**src/rtl/fifo_pkg.sv**
```systemverilog
// Shared types and defaults for the parametrised synchronous FIFO.
// Used by the interface, the storage array and the top level.
package fifo_pkg;

    localparam int DEF_DATA_W    = 8;
    localparam int DEF_DEPTH     = 16;
    localparam int DEF_AE_THRESH = 2;

    // Pointer width for a given depth; count is one bit wider so it can hold DEPTH.
    function automatic int ptr_w(input int depth);
        return (depth <= 2) ? 1 : $clog2(depth);
    endfunction

    typedef struct packed {
        logic empty;
        logic full;
        logic almost_empty;
        logic almost_full;
        logic overflow;
        logic underflow;
    } fifo_flags_t;

endpackage

```
**src/rtl/sync_fifo_param_if.sv**
```systemverilog
// Producer/consumer bus of sync_fifo_param. The producer and consumer share the
// master side; the FIFO is the slave.
interface sync_fifo_param_if
    import fifo_pkg::*;
#(
    parameter int DATA_W = DEF_DATA_W,
    parameter int DEPTH  = DEF_DEPTH
);
    localparam int CNT_W = ptr_w(DEPTH) + 1;

    // wr/rd are requests sampled on every rising edge; acceptance is decided by
    // the FIFO from full/empty in that same cycle, there is no back-pressure wait.
    logic              wr;
    logic              rd;
    logic [DATA_W-1:0] din;
    logic [DATA_W-1:0] dout;
    logic              rd_valid;
    logic [CNT_W-1:0]  count;
    logic              empty;
    logic              full;
    logic              almost_empty;
    logic              almost_full;
    logic              overflow;
    logic              underflow;

    modport master (
        output wr, rd, din,
        input  dout, rd_valid, count, empty, full,
        input  almost_empty, almost_full, overflow, underflow
    );

    modport slave (
        input  wr, rd, din,
        output dout, rd_valid, count, empty, full,
        output almost_empty, almost_full, overflow, underflow
    );

endinterface

```
**src/rtl/fifo_mem.sv**
```systemverilog
// Simple dual-port storage: synchronous write, asynchronous read.
// A read of the address being written in the same cycle returns the old word.
module fifo_mem
    import fifo_pkg::*;
#(
    parameter int DATA_W = DEF_DATA_W,
    parameter int DEPTH  = DEF_DEPTH,
    parameter int ADDR_W = ptr_w(DEPTH)
) (
    input  logic              clk,
    input  logic              i_we,
    input  logic [ADDR_W-1:0] i_waddr,
    input  logic [DATA_W-1:0] i_wdata,
    input  logic [ADDR_W-1:0] i_raddr,
    output logic [DATA_W-1:0] o_rdata
);

    logic [DATA_W-1:0] r_mem [DEPTH];

    always_ff @(posedge clk) begin
        if (i_we) begin
            r_mem[i_waddr] <= i_wdata;
        end
    end

    assign o_rdata = r_mem[i_raddr];

endmodule

```
**src/rtl/sync_fifo_param.sv**
```systemverilog
// Parametrised single-clock FIFO with count, threshold flags and error pulses.
// Define FIFO_FWFT_EN for a first-word-fall-through output stage.
module sync_fifo_param
    import fifo_pkg::*;
#(
    parameter int DATA_W    = DEF_DATA_W,
    parameter int DEPTH     = DEF_DEPTH,
    parameter int AF_THRESH = DEPTH - 2,
    parameter int AE_THRESH = DEF_AE_THRESH
) (
    input  logic              clk,
    input  logic              rst,
    sync_fifo_param_if.slave  bus
);

    localparam int PTR_W = ptr_w(DEPTH);
    localparam int CNT_W = PTR_W + 1;
    localparam logic [CNT_W-1:0] C_DEPTH = CNT_W'(DEPTH);
    localparam logic [CNT_W-1:0] C_AF    = CNT_W'(AF_THRESH);
    localparam logic [CNT_W-1:0] C_AE    = CNT_W'(AE_THRESH);

    logic [PTR_W-1:0]  r_wptr;
    logic [PTR_W-1:0]  r_rptr;
    logic [CNT_W-1:0]  r_count;
    logic [DATA_W-1:0] r_dout;
    logic              r_overflow;
    logic              r_underflow;
    logic [DATA_W-1:0] w_mem_rdata;
    logic              w_rd_acc;
    logic              w_wr_acc;
    logic              w_rptr_adv;
    logic              w_empty;
    logic              w_full;
    fifo_flags_t       w_flags;

`ifdef FIFO_FWFT_EN
    // r_ov marks a valid head word in the output stage; count includes it, so
    // the memory holds count - r_ov words.
    logic              r_ov;
    logic [CNT_W-1:0]  w_mem_cnt;
    logic              w_load;

    assign w_empty    = !r_ov;
    assign w_mem_cnt  = r_count - CNT_W'(r_ov);
    assign w_load     = (!r_ov || w_rd_acc) && (w_mem_cnt != '0);
    assign w_rptr_adv = w_load;
`else
    logic              r_rd_valid;

    assign w_empty    = (r_count == '0);
    assign w_rptr_adv = w_rd_acc;
`endif

    // A read frees a slot in the same cycle, so a full FIFO still takes a write.
    assign w_full   = (r_count == C_DEPTH);
    assign w_rd_acc = bus.rd && !w_empty;
    assign w_wr_acc = bus.wr && (!w_full || w_rd_acc);

    fifo_mem #(
        .DATA_W (DATA_W),
        .DEPTH  (DEPTH),
        .ADDR_W (PTR_W)
    ) u_mem (
        .clk     (clk),
        .i_we    (w_wr_acc),
        .i_waddr (r_wptr),
        .i_wdata (bus.din),
        .i_raddr (r_rptr),
        .o_rdata (w_mem_rdata)
    );

    always_ff @(posedge clk or posedge rst) begin
        if (rst) begin
            r_wptr      <= '0;
            r_rptr      <= '0;
            r_count     <= '0;
            r_overflow  <= 1'b0;
            r_underflow <= 1'b0;
        end else begin
            if (w_wr_acc) begin
                r_wptr <= r_wptr + PTR_W'(1);
            end
            if (w_rptr_adv) begin
                r_rptr <= r_rptr + PTR_W'(1);
            end
            case ({w_wr_acc, w_rd_acc})
                2'b10:   r_count <= r_count + CNT_W'(1);
                2'b01:   r_count <= r_count - CNT_W'(1);
                default: r_count <= r_count;
            endcase
            r_overflow  <= bus.wr && !w_wr_acc;
            r_underflow <= bus.rd && w_empty;
        end
    end

`ifdef FIFO_FWFT_EN
    always_ff @(posedge clk or posedge rst) begin
        if (rst) begin
            r_dout <= '0;
            r_ov   <= 1'b0;
        end else if (w_load) begin
            r_dout <= w_mem_rdata;
            r_ov   <= 1'b1;
        end else if (w_rd_acc) begin
            r_ov   <= 1'b0;
        end
    end

    assign bus.rd_valid = r_ov;
`else
    always_ff @(posedge clk or posedge rst) begin
        if (rst) begin
            r_dout     <= '0;
            r_rd_valid <= 1'b0;
        end else begin
            if (w_rd_acc) begin
                r_dout <= w_mem_rdata;
            end
            r_rd_valid <= w_rd_acc;
        end
    end

    assign bus.rd_valid = r_rd_valid;
`endif

    always_comb begin
        w_flags              = '0;
        w_flags.empty        = w_empty;
        w_flags.full         = w_full;
        w_flags.almost_empty = (r_count <= C_AE);
        w_flags.almost_full  = (r_count >= C_AF);
        w_flags.overflow     = r_overflow;
        w_flags.underflow    = r_underflow;
    end

    assign bus.dout         = r_dout;
    assign bus.count        = r_count;
    assign bus.empty        = w_flags.empty;
    assign bus.full         = w_flags.full;
    assign bus.almost_empty = w_flags.almost_empty;
    assign bus.almost_full  = w_flags.almost_full;
    assign bus.overflow     = w_flags.overflow;
    assign bus.underflow    = w_flags.underflow;

endmodule

```
**src/flat_wrapper.sv**
```systemverilog
// flat-port wrapper written by rule: the top's interface ports become plain ports
module sync_fifo_param_flat import fifo_pkg::*;
#(
    parameter int DATA_W    = DEF_DATA_W,
    parameter int DEPTH     = DEF_DEPTH,
    parameter int AF_THRESH = DEPTH - 2,
    parameter int AE_THRESH = DEF_AE_THRESH
)
  (clk, rst, bus_wr, bus_rd, bus_din, bus_dout, bus_rd_valid, bus_count, bus_empty, bus_full, bus_almost_empty, bus_almost_full, bus_overflow, bus_underflow);
  sync_fifo_param_if #(.DATA_W(DATA_W), .DEPTH(DEPTH)) bus_i ();
  input  logic clk;
  input  logic rst;
  input wire logic [$bits(bus_i.wr)-1:0] bus_wr;
  input wire logic [$bits(bus_i.rd)-1:0] bus_rd;
  input wire logic [$bits(bus_i.din)-1:0] bus_din;
  output wire logic [$bits(bus_i.dout)-1:0] bus_dout;
  output wire logic [$bits(bus_i.rd_valid)-1:0] bus_rd_valid;
  output wire logic [$bits(bus_i.count)-1:0] bus_count;
  output wire logic [$bits(bus_i.empty)-1:0] bus_empty;
  output wire logic [$bits(bus_i.full)-1:0] bus_full;
  output wire logic [$bits(bus_i.almost_empty)-1:0] bus_almost_empty;
  output wire logic [$bits(bus_i.almost_full)-1:0] bus_almost_full;
  output wire logic [$bits(bus_i.overflow)-1:0] bus_overflow;
  output wire logic [$bits(bus_i.underflow)-1:0] bus_underflow;
  assign bus_i.wr = bus_wr;
  assign bus_i.rd = bus_rd;
  assign bus_i.din = bus_din;
  assign bus_dout = bus_i.dout;
  assign bus_rd_valid = bus_i.rd_valid;
  assign bus_count = bus_i.count;
  assign bus_empty = bus_i.empty;
  assign bus_full = bus_i.full;
  assign bus_almost_empty = bus_i.almost_empty;
  assign bus_almost_full = bus_i.almost_full;
  assign bus_overflow = bus_i.overflow;
  assign bus_underflow = bus_i.underflow;
  sync_fifo_param #(.DATA_W(DATA_W), .DEPTH(DEPTH), .AF_THRESH(AF_THRESH), .AE_THRESH(AE_THRESH)) u_core (.clk(clk), .rst(rst), .bus(bus_i));
endmodule
```
**config.mk**
```make
export PLATFORM = sky130hd
export DESIGN_NAME = sync_fifo_param_flat
export DESIGN_NICKNAME = d
export VERILOG_FILES = /design/src/rtl/fifo_pkg.sv /design/src/rtl/sync_fifo_param_if.sv /design/src/rtl/fifo_mem.sv /design/src/rtl/sync_fifo_param.sv /design/src/flat_wrapper.sv
export SDC_FILE = /design/constraint.sdc
export NUM_CORES = 1
export LEC_CHECK = 0
export CORE_MARGIN = 5
export CORE_UTILIZATION = 30
export DETAILED_ROUTE_END_ITERATION = 16
export PLACE_DENSITY = 0.5
export SETUP_SLACK_MARGIN = 0.5
export SYNTH_ARGS = -nofsm -noshare
export SYNTH_HDL_FRONTEND = slang
export SYNTH_SLANG_ARGS = --single-unit
```
**constraint.sdc**
```tcl
create_clock -name clk -period 6.1 [get_ports clk]
set_clock_uncertainty 0.05 [all_clocks]
set_input_delay 1.22 -clock clk [delete_from_list [all_inputs] [get_ports clk]]
set_output_delay 1.22 -clock clk [all_outputs]
set_load 0.03 [all_outputs]
```
==> flow_metrics.py <==
metrics = {
    "floorplanning": {
        "core_area_um2": 20100,
        "fp.dieArea_um2": 23300,
        "die_y_um": 153,
        "start_util_pct": 30.4,
        "pin_count": 32,
        "fp.dieW_um": 153,
        "row_count": 52,
    },
    "global_routing": {
        "grt_max_degree": 34,
        "use_met1_pct": 14.4,
        "grt_first_pass_wirelength_mm": 19.5,
        "grtUsageMet2_pct": 18.5,
        "overflow": 0,
        "antenna_found_initial": 0,
        "grt-busiest-layer": "met2",
        "grt.total_usage_pct": 11.3,
        "grt.met3_usage_pct": 3.75,
        "grt_pass1_vias": 3195,
    },
    "setup_path": {
        "path_class": "in -> reg",
        "critical_path_required_ns": 6.35,
        "cp_max_fo": 23,
        "endpoint_kind": "flip-flop",
        "crit_slowest_cell": "o21a_1",
        "crit_path_cell_trace": "clkdlybuf4s50_1, o21a_1, ha_1, xor2_1, ha_1, o211a_1, o31ai_1, a31oi_1, xnor2_1",
        "max_stage_delay_ns": 0.68,
        "critPathMostFrequentCell": "ha_1",
        "cp.arrival_ns": 3.96,
        "r2r-start": "u_core.bus.count[1]",
        "crit_family": "compound AO/OA/AOI/OAI gates",
        "critPathLaunch": "bus_rd",
        "crit_buf_inv": 1,
        "start_kind": "input port",
    },
    "layout": {
        "area_growth_pct": 19.5,
        "final_cell_area_um2": 7300,
        "final_util_pct": 36.3,
        "final_nets": 374,
        "antenna_cells": 0,
        "nFillCells": 1865,
        "layout-drive-gt1-share_pct": 21.9,
    },
    "logic_synthesis": {
        "yosysWarnings": 0,
        "synthFlopType": "edfxtp_1",
        "synth_nets": 339,
        "syn_inst": 318,
        "ys_seq_area_share_pct": 72.8,
        "ys_seq_elements": 152,
        "syn_area_um2": 6100,
        "synthArstFlopShare_pct": 15.8,
        "synth_edf_count": 128,
        "postSynthAreaPerCell_um2": 19.2,
        "netlist-cell-type-count": 39,
    },
    "clock_tree": {
        "cts_buffer_depth": 2,
        "ctsRootBufferMaster": "clkbuf_16",
        "cts_sinks": 152,
        "clk_latency_ns": 0.42,
        "cts_tree": "yes",
        "cts_made_buffers": 17,
        "clk_transition_reported_paths_ns": 0.06,
        "postCtsSetupBuffers": 0,
        "cts_hold_buf": 0,
        "htree_levels": 4,
        "cts_resized": 0,
    },
    "min_path": {
        "hold_class": "reg -> reg",
        "hold_start": "u_core.r_wptr[3]",
    },
    "drt": {
        "drc_errors": 0,
        "drtIter0Drc": 176,
        "ant_nets": 0,
        "wl_per_cell_um": 19.8,
        "routed_wl_mm": 12.6,
        "first_pass_iters": 4,
        "routed_via_density": 4.70,
        "vias": 2988,
    },
    "power_and_ir_drop": {
        "ir_drop_mv": 0.166,
        "cellPowerDensity_nw_per_um2": 479,
        "p_leak_nw": 2.42,
    },
    "placement": {
        "place_hpwl_mm": 7.92,
        "place_area_um2": 6690,
        "routabilityCongestion": 0.705,
        "portBuffers": 31,
    },
    "timing": {
        "tightest_slew_ns": 1.00,
        "drv_slew": 0,
        "max_freq_mhz": 270,
        "fin_setup_tns_ns": 0,
        "rsz0062_at_grt": "no",
        "period_share_pct": 60.8,
        "fin_crit_ns": 3.71,
        "finalHoldViolCount": 0,
        "slew_headroom_pct": 33.1,
        "setup_viol": 0,
    },
    "run": {
        "cap_violations": 0,
    },
    "run_status": {
        "status": "finished clean",
    },
}
## Yosys cell counts (all sizes together), types with 2 or more instances
cell | instances | area share [%]
a21oi | 11 | 0.90
and2 | 17 | 1.7
and3b | 2 | 0.29
buf | 8 | 0.82
clkbuf | 9 | 0.55
dfrtp | 24 | 9.8
edfxtp | 128 | 63
ha | 9 | 1.8
inv | 6 | 0.37
mux2 | 10 | 1.8
mux4 | 32 | 12
nand2 | 5 | 0.31
nand2b | 2 | 0.20
nand4 | 2 | 0.20
nor2 | 4 | 0.25
nor3b | 3 | 0.37
o21ai | 4 | 0.33
o22ai | 16 | 1.6
xnor2 | 7 | 1.0
xor2 | 4 | 0.57
## flip-flops by register name, indices dropped and copies added (netlist names)
| signal | count |
|---|---|
| u_core.bus.underflow | 1 |
| u_core.bus.rd_valid | 1 |
| u_core.bus.overflow | 1 |
| u_core.r_wptr | 4 |
| u_core.bus.dout | 8 |
| u_core.r_rptr | 4 |
| u_core.bus.count | 5 |
| u_core.u_mem.r_mem | 128 |
## path summary, 6_finish.rpt
kind	slack [ns]	cells past startpoint	endpoint
max in group asynchronous	4.03	2	u_core.r_rptr[0]
worst min register to register	0.52	1	u_core.r_wptr[3]
worst max register to register	2.83	9	u_core.bus.count[4]
min in group asynchronous	1.29	2	u_core.bus.underflow
worst min-delay path	0.52	1	u_core.r_wptr[3]
worst max-delay path	2.39	9	u_core.bus.count[4]
## metrics by stage
stage / total power [mW] / cells / worst slack [ns] / hold slack (ns)
2_1_floorplan: 2.14 / 318 / 2.57 / 0.450
3_3_place_gp: 2.46 / 604 / 2.08 / 0.470
3_5_place_dp: 2.48 / 604 / 1.95 / 0.495
4_1_cts: 3.55 / 636 / 2.40 / 0.514
5_1_grt: 3.67 / 636 / 2.14 / 0.546
6_report: 3.50 / 636 / 2.39 / 0.524
## cell type report
| cell class | instances | area [µm²] | share of cell area, % |
|---|---|---|---|
| multi-input combinational | 143 | 1550 | 21.3 |
| timing repair buffer | 33 | 325 | 4.46 |
| inverter | 6 | 22.5 | 0.309 |
| sequential | 152 | 4450 | 60.9 |
| tap | 270 | 338 | 4.63 |
| clock inverter | 5 | 55.1 | 0.755 |
| clock buffer | 27 | 556 | 7.61 |
## cells in the final DEF (no fill, tap or decap), drive strengths merged, types with 2 or more instances in the layout
master | Yosys | final
and3b | 2 | 2
o21ai | 4 | 4
clkinvlp | 0 | 2
dfrtp | 24 | 24
mux4 | 32 | 32
ha | 9 | 9
buf | 8 | 2
edfxtp | 128 | 128
a21oi | 11 | 11
nand2b | 2 | 2
and2 | 17 | 17
mux2 | 10 | 10
clkdlybuf4s50 | 0 | 31
nand2 | 5 | 5
nor3b | 3 | 3
xnor2 | 7 | 7
o22ai | 16 | 16
xor2 | 4 | 4
clkbuf | 9 | 27
nor2 | 4 | 4
inv | 6 | 6
nand4 | 2 | 2
clkinv | 0 | 2
## where the power goes
group	switching (mW)	total (mW)	internal, mW
registers	0.155	1.44	1.29
clock network	0.397	1.06	0.664
logic	0.515	0.992	0.477
total	1.07	3.50	2.43
## routing by layer
metal / routed length (µm) / share of wire [%]
met4: 125 / 0.99
met2: 6320 / 50
met1: 5600 / 45
met3: 526 / 4.2
met5: 0 / 0
## kinds of logic (layout without fill, tap and decap cells)
group,count (synthesis),in the layout,synth area share [%]
multiplexers,42,42,13.7
adder cells (fa/ha/maj),9,9,1.84
XOR/XNOR,11,11,1.58
flip-flops,152,152,72.8
buffers and inverters,23,71,1.74
AND/OR/NAND/NOR,41,41,4.10
AO/OA/AOI/OAI,40,40,4.28
Power figures use the tool's default switching activity.
